--- src/rtl/rll_keyed_pipe.sv ---
// rll_keyed_pipe: lock key loaded serially over a valid/ready handshake, then
// applied as XOR/XNOR key gates to a DATA_W-bit elastic valid/ready pipeline.
// With the correct key (== KEY_POL) the stream passes through unchanged.
//
// Ports:
//   clk, rst                    clock (rising edge), async active-high reset
//   key_start                   request a new key load (drains stream first)
//   key_valid/key_bit/key_ready serial key bits, LSB first
//   key_done                    one-cycle pulse after the last key bit
//   armed                       key loaded, stream enabled
//   in_valid/in_data/in_ready   input stream
//   out_valid/out_data/out_ready keyed output stream
module rll_keyed_pipe #(
    parameter int unsigned      DATA_W  = 32,
    parameter int unsigned      KEY_W   = 32,
    parameter int unsigned      STAGES  = 2,
    parameter logic [KEY_W-1:0] KEY_POL = '0
) (
    input  logic              clk,
    input  logic              rst,
    input  logic              key_start,
    input  logic              key_valid,
    input  logic              key_bit,
    output logic              key_ready,
    output logic              key_done,
    output logic              armed,
    input  logic              in_valid,
    input  logic [DATA_W-1:0] in_data,
    output logic              in_ready,
    output logic              out_valid,
    output logic [DATA_W-1:0] out_data,
    input  logic              out_ready
);

    localparam int unsigned CNT_W = (KEY_W > 1) ? $clog2(KEY_W) : 1;

    typedef enum logic [1:0] {IDLE, LOAD, ARMED, DRAIN} state_t;

    state_t            state;
    logic [KEY_W-1:0]  key_reg;
    logic [CNT_W-1:0]  cnt;
    logic [DATA_W-1:0] mask_c;
    logic [STAGES-1:0] vld;
    logic [STAGES-1:0] adv_c;
    logic [DATA_W-1:0] pipe [STAGES];
    logic              accept_c;

    // Key bits repeat across the data word; XNOR polarity folds into the mask.
    for (genvar i = 0; i < DATA_W; i++) begin : g_mask
        assign mask_c[i] = key_reg[i % KEY_W] ^ KEY_POL[i % KEY_W];
    end

    // Stage k may advance if any stage at or after it is empty, or the sink takes a word.
    always_comb begin
        adv_c = '0;
        for (int k = 0; k < STAGES; k++) begin
            adv_c[k] = out_ready;
            for (int j = k; j < STAGES; j++) begin
                if (!vld[j]) adv_c[k] = 1'b1;
            end
        end
    end

    // key_start blocks input in the same cycle so nothing enters behind a re-key.
    assign in_ready = (state == ARMED) && !key_start && adv_c[0];
    assign accept_c = in_valid && in_ready;

    // Control FSM and key register.
    always_ff @(posedge clk or posedge rst) begin
        if (rst) begin
            state     <= IDLE;
            key_reg   <= '0;
            cnt       <= '0;
            key_ready <= 1'b0;
            key_done  <= 1'b0;
            armed     <= 1'b0;
        end else begin
            key_done <= 1'b0;
            case (state)
                IDLE: begin
                    if (key_start) begin
                        state     <= LOAD;
                        key_ready <= 1'b1;
                        cnt       <= '0;
                    end
                end
                LOAD: begin
                    if (key_start) begin
                        cnt <= '0;
                    end else if (key_valid) begin
                        key_reg[cnt] <= key_bit;
                        if (cnt == CNT_W'(KEY_W - 1)) begin
                            cnt       <= '0;
                            key_done  <= 1'b1;
                            key_ready <= 1'b0;
                            armed     <= 1'b1;
                            state     <= ARMED;
                        end else begin
                            cnt <= cnt + CNT_W'(1);
                        end
                    end
                end
                ARMED: begin
                    if (key_start) begin
                        state <= DRAIN;
                        armed <= 1'b0;
                    end
                end
                DRAIN: begin
                    if (vld == '0) begin
                        state     <= LOAD;
                        key_ready <= 1'b1;
                        cnt       <= '0;
                    end
                end
                default: state <= IDLE;
            endcase
        end
    end

    // Elastic pipeline; mask applied only at stage-1 capture.
    always_ff @(posedge clk or posedge rst) begin
        if (rst) begin
            vld <= '0;
            for (int k = 0; k < STAGES; k++) pipe[k] <= '0;
        end else begin
            if (adv_c[0]) begin
                vld[0] <= accept_c;
                if (accept_c) pipe[0] <= in_data ^ mask_c;
            end
            for (int k = 1; k < STAGES; k++) begin
                if (adv_c[k]) begin
                    vld[k] <= vld[k-1];
                    if (vld[k-1]) pipe[k] <= pipe[k-1];
                end
            end
        end
    end

    assign out_valid = vld[STAGES-1];
    assign out_data  = pipe[STAGES-1];

endmodule

--- config.mk ---
export PLATFORM = sky130hd
export DESIGN_NAME = rll_keyed_pipe
export DESIGN_NICKNAME = d
export VERILOG_FILES = /design/src/rtl/rll_keyed_pipe.sv
export SDC_FILE = /design/constraint.sdc
export NUM_CORES = 1
export LEC_CHECK = 0
export ABC_CLOCK_PERIOD_IN_PS = 9200
export BUFFER_PORTS_ARGS = -buffer_cell sky130_fd_sc_hd__buf_4
export CORE_ASPECT_RATIO = 1.4
export CORE_MARGIN = 2
export CORE_UTILIZATION = 41
export DETAILED_ROUTE_END_ITERATION = 8
export GPL_TIMING_DRIVEN = 0
export PLACE_DENSITY_LB_ADDON = 0.3
export SLEW_MARGIN = 20
export SYNTH_ARGS = -nofsm -noshare
export SYNTH_HDL_FRONTEND = slang
export SYNTH_SLANG_ARGS = --single-unit
--- constraint.sdc ---
create_clock -name clk -period 9.2 [get_ports clk]
set_clock_uncertainty 0.05 [all_clocks]
set_input_delay 1.38 -clock clk [delete_from_list [all_inputs] [get_ports clk]]
set_output_delay 1.38 -clock clk [all_outputs]
set_load 0.01 [all_outputs]
==> summary.md, run 1 <==
| Metric | Value |
|---|---|
| TritonCTS clock tree | `built` |
| Max Fanout on Critical Path | `8` |
| Drt wl/cell | `roughly 15 µm` |
| Drc violations | `0` |
| Vias in the first global route | `3275` |
| Clk slew on worst S/H paths | `about 70 ps` |
| Worst-Skew Late Latency | `~340 ps` |
| Synth area leaders | `dfrtp_1, mux2_2, xnor2_1, buf_4, nor2_1` |
| Die area | `roughly 13000 µm²` |
| Chip width | `97.3 µm` |
| Ports | `76` |
| HPWL Detailed | `~7200 µm` |
| Routability-driven placement congestion ratio | `0.722` |
| Violation count after the first detailed-route iteration | `between 80 and 90` |
| YS warnings | `0` |
| Fraction of layout cells with a size suffix above 1 | `0.382` |
| Antenna viol nets, final | `0` |
| Initial antenna violation count | `0` |
| Non-filler instance count after layout | `666` |
| Maximum VDD drop | `between 0.1 and 0.15 mV` |
| Synth area leader | `dfrtp_1` |
| Worst-case clock buffer depth | `2` |
| DR pass1 iterations | `4` |
| Total grt overflow | `0` |
| Fin crit share | `0.368` |
| I/O Buffers | `75` |
| Max H-tree Level | `3` |
| Post-synth top area share | `0.541` |
| Arr. time, crit path | `between 1500 and 2000 ps` |
| Synthesized area | `between 4000 and 5000 µm²` |
| CP Launch Type | `input pin` |
| Min-Delay Endpoint | `out_data[30]$_DFFE_PP0P_` |
| Rows | `47` |
| Area delta synth->final | `22.1%` |
| Reg-to-Reg Start | `state[0]$_DFFE_PP0P_` |
| Most common flop cell mapped by yosys | `dfrtp_1` |
| Critical R2R Capture | `pipe[50]$_DFFE_PP0P_` |
| Min-delay src | `pipe[62]$_DFFE_PP0P_` |
| Leak pwr | `approximately 2.9 nW` |
| CTS Sinks | `about 110` |
| Core Area | `between 10000 and 15000 µm²` |
| Synth cell types | `32` |
| Status | `finished, final reports clean` |
| Unrepaired setup endpoints after global routing | `no` |
| Highest metal used | `met4` |
| Antenna diode count | `0` |
| Sequential element share of the synthesized area | `0.541` |
| Slew Limit Fails | `0` |
| Final setup TNS | `0 ps` |
| Number of setup buffers added after CTS | `0` |
| Drt total wl | `between 9000 and 10000 µm` |
| HP Class | `reg2reg` |
| First-pass GRT wire length | `roughly 16000 µm` |
| DR WL met2 | `around 5200 µm` |
| Least-Margin Pin Slew | `565 ps` |
| Die Ht | `between 100 and 150 µm` |
| WL met1 | `between 4000 and 5000 µm` |
| Post-synth EDFFs | `0` |
| Async S/R FF share, synth | `1.00` |
| Hold Path Stages | `1` |
| Final Net Count | `~560` |
| Most frequent cells in the layout | `buf_4, dfrtp_1, nor2_1, mux2_2` |
| Rel. slew slack | `0.623` |
| Largest net degree at the start of global routing | `76` |
| Placed Cells | `650` |
| Vias after detailed routing | `3205` |
| Peak Freq | `about 300 MHz` |
| Critical Path Sink Type | `output port` |
| Fin util | `0.513` |
| CP required | `7770 ps` |
| R2r setup slk | `just over 7000 ps` |
| Most common cell after layout, fill and taps aside | `buf_4` |
| CTS Buf Count | `9` |
| Syn Nets | `476` |
| Fin crit period | `around 3400 ps` |
| Synth Instances | `between 400 and 500` |
| Final Hold Fails | `0` |
| Met3 wire length | `roughly 270 µm` |
| Average size of a mapped cell | `11.7 µm²` |
| Global-route usage over all layers | `0.156` |
| Initial Utilization | `0.420` |
| CTS Hold Bufs | `0` |
| Filler Cells Inserted | `1074` |
| Max Cap Violations | `0` |
| Worst setup path category | `in2out` |
| Via/cell ratio | `4.81` |
| Final setup vio count | `0` |
| Root Driver | `clkbuf_16` |
| Post-CTS Resized | `0` |
| Flops & latches, synth | `~110` |
| PwrDens | `280 nW/µm²` |
| R2R depth | `7` |
| Post-route cell area | `6100 µm²` |
| DP Area | `5770 µm²` |
## power by group
group	switching [mW]	internal [mW]
combinational	0.237	0.333
sequential	0.0871	0.635
clock	0.176	0.241
## routing by layer
layer | vias up | track usage
met1 | 1583 | 0.194
met3 | 10 | 0.0269
met4 | 0 | 0.0594
met2 | 45 | 0.272
met5 | - | 0
li1 | 1567 | -
## area by class of cell
class,instances,area [µm²],share of cell area
clock inverters,7,100,0.0164
repair buffers,76,591,0.0968
plain buffers,49,324,0.0531
flip-flops and latches,108,2700,0.443
well taps,147,184,0.0302
clock buffers,9,225,0.0369
inverters,11,46.3,0.00759
multi-input cells,259,1930,0.316
## kinds of logic (layout without fill, tap and decap cells)
family | count (synthesis) | in the layout | share of synthesized area
flops | 108 | 108 | 0.541
simple gates | 104 | 104 | 0.101
mux | 66 | 66 | 0.151
buf+inv | 60 | 152 | 0.0732
compound gates | 47 | 47 | 0.0524
xor+xnor | 32 | 32 | 0.0561
fa+ha+maj | 10 | 10 | 0.0251
## how the worst max path moves through the flow
stage / start / end / slack [ps]
detailed placement: key_start / in_ready / 5810
CTS: key_start / in_ready / 5810
global placement: rst / vld[0]$_DFFE_PP0P_ / 3790
floorplan: rst / armed$_DFFE_PP0P_ / 4920
finish: key_start / in_ready / 5820
global route: key_start / in_ready / 5780
## cell usage after synthesis, drive strengths merged (3+ instances only)
| cell type | number |
|---|---|
| dfrtp | 108 |
| mux2 | 65 |
| nor2 | 48 |
| buf | 44 |
| a21oi | 32 |
| xnor2 | 32 |
| nand2 | 21 |
| inv | 11 |
| ha | 10 |
| nand3 | 9 |
| o21ai | 9 |
| and3 | 8 |
| clkbuf | 5 |
| nand2b | 5 |
| nor3 | 4 |
| nand3b | 3 |
## metrics by stage
stage | power [mW] | hold WS (ps) | worst slack [ps]
6_report | 1.71 | 454 | 5820
5_1_grt | 1.82 | 470 | 5780
2_1_floorplan | 1.10 | 424 | 4920
3_5_place_dp | 1.31 | 444 | 5810
3_3_place_gp | 1.28 | 439 | 3790
4_1_cts | 1.73 | 459 | 5810
## worst max-delay path, cell delays in order
cell and delay (ps):
buf_4 140, nor2b_2 170, and2_1 150, buf_4 110
Note: power is estimated with default switching activity, not from simulation.
==> run 2: changes to the inputs <==
ABC_CLOCK_PERIOD_IN_PS = 2800   (was 9200)
clock period = 2.8 ns   (was 9.2 ns; I/O delays follow)
==> summary.md, run 2 (synthesized netlist as in run 1, its figures left out) <==
| Metric | Value |
|---|---|
| Drc violations | `0 (unchanged)` |
| Int Pwr | `3.89 mW (was 1.21 mW)` |
| Arr. time, crit path | `2280 ps (was 1950 ps)` |
| R2R depth | `8 (was 7)` |
| Slowest cell on crit path | `dfrtp_1 (was nor2b_2)` |
| Antenna viol nets, final | `0 (unchanged)` |
| DR pass1 iterations | `4 (unchanged)` |
| Global-route usage over all layers | `0.157 (was 0.156)` |
| Root Driver | `clkbuf_16 (unchanged)` |
| Max H-tree Level | `3 (unchanged)` |
| Drt total wl | `9830 µm (was 9850 µm)` |
| Comb power frac | `0.339 (was 0.333)` |
| DP Worst Slack | `727 ps (was 5810 ps)` |
| Die area | `13100 µm² (unchanged)` |
| Worst-Skew Late Latency | `340 ps (about the same)` |
| I/O Buffers | `75 (unchanged)` |
| CP Launch Type | `flop (was input pin)` |
| Maximum VDD drop | `0.415 mV (was 0.126 mV)` |
| Placed Cells | `652 (was 650)` |
| Crit path buffers/inverters | `3 (was 2)` |
| Most common cell after layout, fill and taps aside | `buf_4 (unchanged)` |
| Fin crit share | `0.737` |
| Post-CTS Resized | `0 (unchanged)` |
| Sequential share of power | `0.431 (was 0.423)` |
| Ports | `76 (unchanged)` |
| CTS Buf Count | `9 (unchanged)` |
| Initial Utilization | `0.420 (unchanged)` |
| Switching part of the total power | `0.297 (was 0.293)` |
| Core Area | `11900 µm² (unchanged)` |
| Total grt overflow | `0 (unchanged)` |
| Clock power frac | `0.230 (was 0.244)` |
| Fin crit period | `approximately 2100 ps` |
| R2r setup slk | `740 ps (was 7090 ps)` |
| Number of setup buffers added after CTS | `0 (unchanged)` |
| Top Family by Delay on Critical Path | `buffers and inverters (was simple AND/OR/NAND/NOR gates)` |
| Setup slack after layout | `738 ps (was 5820 ps)` |
| Final Hold Fails | `0 (unchanged)` |
| Hold slack | `156 ps (was 454 ps)` |
| Area delta synth->final | `22.4% (was 22.1%)` |
| Initial antenna violation count | `0 (unchanged)` |
| Post-route cell area | `6110 µm² (was 6100 µm²)` |
| Max Cap Violations | `0 (unchanged)` |
| Status | `finished, final reports clean (unchanged)` |
| Vias after detailed routing | `3163 (was 3205)` |
| Final Net Count | `565 (was 563)` |
| Worst-case clock buffer depth | `2 (unchanged)` |
| Critical path depth in cells | `8 (was 4)` |
| Max Fanout on Critical Path | `10 (was 8)` |
| Critical Path Sink Type | `flop (was output port)` |
| Routability-driven placement congestion ratio | `0.718 (was 0.722)` |
| Worst setup path category | `reg2reg (was in2out)` |
| Violation count after the first detailed-route iteration | `112 (was 82)` |
| Net switching power | `1.65 mW (was 0.500 mW)` |
| First-pass GRT wire length | `16400 µm (was 16200 µm)` |
| Via/cell ratio | `4.74 (was 4.81)` |
| DP Area | `5810 µm² (was 5770 µm²)` |
| Slew Limit Fails | `0 (unchanged)` |
| CTS Sinks | `108 (unchanged)` |
| Final setup vio count | `0 (unchanged)` |
| CP required | `3010 ps (was 7770 ps)` |
| Most frequent cells in the layout | `buf_4, dfrtp_1, nor2_1, mux2_2 (unchanged)` |
| Chip width | `97.3 µm (unchanged)` |
| PwrDens | `905 nW/µm² (was 280 nW/µm²)` |
| Largest net degree at the start of global routing | `34 (was 76)` |
| Non-filler instance count after layout | `668 (was 666)` |
| Fin util | `0.515 (was 0.513)` |
| Leak pwr | `2.88 nW (was 2.87 nW)` |
| Rows | `47 (unchanged)` |
| Final setup TNS | `0 ps (unchanged)` |
| TritonCTS clock tree | `built (unchanged)` |
| Final Power | `5.53 mW (was 1.71 mW)` |
| Die Ht | `135 µm (unchanged)` |
| HPWL Detailed | `7560 µm (was 7180 µm)` |
| Clk slew on worst S/H paths | `70 ps (about the same)` |
| Antenna diode count | `0 (unchanged)` |
| Unrepaired setup endpoints after global routing | `no (unchanged)` |
| Cell Chain, Critical Path | `inv_1 > ha_1 > nor2b_2 > and3_1 > buf_4 > buf_2 > nor2_1 > a21oi_1 (was buf_4 > nor2b_2 > and2_1 > buf_4)` |
| HP Class | `in2async (was reg2reg)` |
| Slowest Stage Delay on Critical Path | `420 ps (was 170 ps)` |
| Peak Freq | `approximately 480 MHz` |
| CTS Hold Bufs | `0 (unchanged)` |
| Fraction of layout cells with a size suffix above 1 | `0.384 (was 0.382)` |
| Rel. slew slack | `0.491 (was 0.623)` |
| Vias in the first global route | `3300 (was 3275)` |
| Drt wl/cell | `14.7 µm (was 14.8 µm)` |
| Least-Margin Pin Slew | `761 ps (was 565 ps)` |
## run 2: cell count changes in the layout (fill, tap and decap cells not counted)
| cell | delta |
|---|---|
| buf_12 | +2 |
| bufinv_16 | -1 |
| clkinv_2 | +1 |
| clkinv_4 | +1 |
| inv_6 | -1 |
## run 2: area by class of cell
class                           instances  area, µm²
Fill cell                            1084       5770
Sequential cell                       108       2700
Multi-Input combinational cell        259       1930
Timing Repair Buffer                   78        631
Buffer                                 49        324
Clock buffer                            9        225
Tap cell                              147        184
Clock inverter                          7       76.3
Inverter                               11       45.0
## run 2: power by group through the flow
stage / clock network (mW) / registers [mW] / logic, mW
6_report: 1.27 / 2.38 / 1.88
2_1_floorplan: 0 / 2.32 / 1.29
4_1_cts: 1.31 / 2.39 / 1.91
3_3_place_gp: 0 / 2.38 / 1.82
5_1_grt: 1.37 / 2.45 / 2.07
3_5_place_dp: 0 / 2.42 / 1.90
## run 2: routing by layer
layer,part of all wire,routed length (µm),track usage,vias up
li1,-,-,-,1571
met1,0.42,4130,0.191,1543
met2,0.54,5260,0.282,39
met3,0.025,249,0.0264,10
met4,0.019,189,0.0548,0
met5,0,0,0,-
## run 2: worst paths after layout
check,endpoint,from
setup / recovery,pipe[32]$_DFFE_PP0P_,state[0]$_DFFE_PP0P_
hold / removal,out_data[16]$_DFFE_PP0P_,rst
setup reg to reg,pipe[32]$_DFFE_PP0P_,state[0]$_DFFE_PP0P_
hold reg to reg,out_data[6]$_DFFE_PP0P_,out_data[6]$_DFFE_PP0P_
max in group asynchronous,pipe[33]$_DFFE_PP0P_,rst
min in group clk,key_reg[30]$_DFFE_PP0P_,key_bit
==> run 3: changes to the inputs <==
ABC_CLOCK_PERIOD_IN_PS = 1900   (was 2800)
clock period = 1.9 ns   (was 2.8 ns; I/O delays follow)
==> summary.md, run 3 (synthesized netlist as in run 1, its figures left out) <==
| Metric | Value |
|---|---|
| Fin crit period | `1850 ps` |
| Final setup vio count | `0 (unchanged)` |
| Fin util | `0.528 (was 0.515)` |
| Slew Limit Fails | `0 (unchanged)` |
| DP Area | `5810 µm² (unchanged)` |
| Critical Path Sink Type | `output port (was flop)` |
| Peak Freq | `540 MHz` |
| Critical Path Source | `state[0]$_DFFE_PP0P_ (unchanged)` |
| I/O Buffers | `75 (unchanged)` |
| CTS Hold Bufs | `0 (unchanged)` |
| Drc violations | `0 (unchanged)` |
| Least-Margin Pin Slew | `760 ps (was 761 ps)` |
| Max H-tree Level | `3 (unchanged)` |
| Unrepaired setup endpoints after global routing | `no (unchanged)` |
| PwrDens | `1330 nW/µm² (was 905 nW/µm²)` |
| Initial Utilization | `0.420 (unchanged)` |
| HPWL Detailed | `7560 µm (unchanged)` |
| CP required | `1560 ps (was 3010 ps)` |
| Rel. slew slack | `0.492 (was 0.491)` |
| Leak pwr | `2.90 nW (was 2.88 nW)` |
| Violation count after the first detailed-route iteration | `90 (was 112)` |
| Max Cap Violations | `0 (unchanged)` |
| Net switching power | `2.50 mW (was 1.65 mW)` |
| Worst-case clock buffer depth | `2 (unchanged)` |
| Rows | `47 (unchanged)` |
| Global-route usage over all layers | `0.157 (unchanged)` |
| Status | `finished, final reports clean (unchanged)` |
| Hold slack | `21.5 ps (was 156 ps)` |
| Clock power frac | `0.226 (was 0.230)` |
| Max Fanout on Critical Path | `4 (was 10)` |
| Worst-Skew Late Latency | `340 ps (about the same)` |
| Total grt overflow | `0 (unchanged)` |
| Reg-to-Reg Start | `state[0]$_DFFE_PP0P_ (unchanged)` |
| Filler Cells Inserted | `1070 (was 1084)` |
| Sequential share of power | `0.423 (was 0.431)` |
| Vias in the first global route | `3308 (was 3300)` |
| Non-filler instance count after layout | `672 (was 668)` |
| Antenna diode count | `0 (unchanged)` |
| Chip width | `97.3 µm (unchanged)` |
| Post-route cell area | `6280 µm² (was 6110 µm²)` |
| Antenna viol nets, final | `0 (unchanged)` |
| Final Net Count | `569 (was 565)` |
| Worst setup path category | `reg2out (was reg2reg)` |
| Drt total wl | `10100 µm (was 9830 µm)` |
| Final Power | `8.34 mW (was 5.53 mW)` |
| Placed Cells | `652 (unchanged)` |
| Area delta synth->final | `25.7% (was 22.4%)` |
| Routability-driven placement congestion ratio | `0.718 (unchanged)` |
| Clk slew on worst S/H paths | `70 ps (about the same)` |
| Critical R2R Capture | `pipe[38]$_DFFE_PP0P_ (was pipe[32]$_DFFE_PP0P_)` |
| Switching part of the total power | `0.300 (was 0.297)` |
| Via/cell ratio | `4.75 (was 4.74)` |
| Most common cell after layout, fill and taps aside | `buf_4 (unchanged)` |
| Initial antenna violation count | `0 (unchanged)` |
| CTS Buf Count | `9 (unchanged)` |
| CP Launch Type | `flop (unchanged)` |
| TritonCTS clock tree | `built (unchanged)` |
| R2R depth | `8 (unchanged)` |
| FF/Latch Area | `2710 µm² (was 2700 µm²)` |
| Final Hold Fails | `0 (unchanged)` |
| Core Area | `11900 µm² (unchanged)` |
| Ports | `76 (unchanged)` |
| Vias after detailed routing | `3190 (was 3163)` |
| Maximum VDD drop | `0.632 mV (was 0.415 mV)` |
| Root Driver | `clkbuf_16 (unchanged)` |
| Comb power frac | `0.351 (was 0.339)` |
| R2r setup slk | `70 ps (was 740 ps)` |
| Drt wl/cell | `15.0 µm (was 14.7 µm)` |
| First-pass GRT wire length | `16400 µm (unchanged)` |
| Most frequent cells in the layout | `buf_4, dfrtp_1, mux2_2 (was buf_4, dfrtp_1, nor2_1, mux2_2)` |
| Die Ht | `135 µm (unchanged)` |
| Arr. time, crit path | `1520 ps (was 2280 ps)` |
| Fin crit share | `0.975` |
| Largest net degree at the start of global routing | `34 (unchanged)` |
| CTS Sinks | `108 (unchanged)` |
| Fraction of layout cells with a size suffix above 1 | `0.434 (was 0.384)` |
| Area of the multi-input gates | `2030 µm² (was 1930 µm²)` |
| Die area | `13100 µm² (unchanged)` |
| HP Class | `in2async (unchanged)` |
| Int Pwr | `5.83 mW (was 3.89 mW)` |
| Worst setup path end | `in_ready (was pipe[32]$_DFFE_PP0P_)` |
| DR pass1 iterations | `4 (unchanged)` |
-- run 3: cell types whose count changed in the layout (fill, tap and decap cells not counted), sizes merged --
cell and delta:
clkbuf +1, buf +3
-- run 3: worst min-delay path by stage --
stage,slack [ps],to,start
after floorplan,390,key_reg[12]$_DFFE_PP0P_,key_bit
after global placement,440,out_data[11]$_DFFE_PP0P_,out_data[11]$_DFFE_PP0P_
after detailed placement,420,out_data[16]$_DFFE_PP0P_,rst
after CTS,40,pipe[60]$_DFFE_PP0P_,rst
after global routing,80,pipe[60]$_DFFE_PP0P_,rst
final,20,out_data[16]$_DFFE_PP0P_,rst
-- run 3: area by class of cell --
| class | count | area share |
|---|---|---|
| buffer | 48 | 0.0550 |
| clock buffer | 9 | 0.0359 |
| clock inverter | 7 | 0.0122 |
| inverter | 11 | 0.00718 |
| multi-input combinational | 259 | 0.323 |
| sequential | 108 | 0.431 |
| tap | 147 | 0.0293 |
| timing repair buffer | 83 | 0.106 |
-- run 3: per-stage QoR --
step                      setup WS, ps  TNS [ps]
after detailed placement          -173     -4080
after CTS                        0.883         0
after global placement            -384    -42570
after global routing              2.72         0
after floorplan                    113         0
final                             47.9         0
-- run 3: routing by layer --
| layer | vias to the layer above | GRT usage | part of all wire |
|---|---|---|---|
| met5 | - | 0 | 0 |
| met4 | 0 | 0.0548 | 0.019 |
| met3 | 10 | 0.0264 | 0.027 |
| met2 | 42 | 0.282 | 0.54 |
| met1 | 1562 | 0.191 | 0.42 |
| li1 | 1576 | - | - |
-- run 3: worst max-delay path, stage by stage, from the launching register on --
cell     delay, ps
dfrtp_2        450
inv_2           90
ha_2           210
nor2b_4        180
and2_1         140
buf_4          110
-- run 3: power by group through the flow --
stage                     clock [mW]  combinational (mW)  sequential (mW)
final                           1.88                2.93             3.53
after global routing            2.02                3.22             3.63
after CTS                       1.93                2.88             3.52
after detailed placement           0                2.80             3.56
after global placement             0                2.69             3.51
after floorplan                    0                1.90             3.42
-- run 3: timing repair --
item,4_1_cts,5_1_grt
buffers inserted,1,3
cloned,0,1
resized for setup,20,19
pin swaps,3,2
endpoints found under the setup margin,51,63
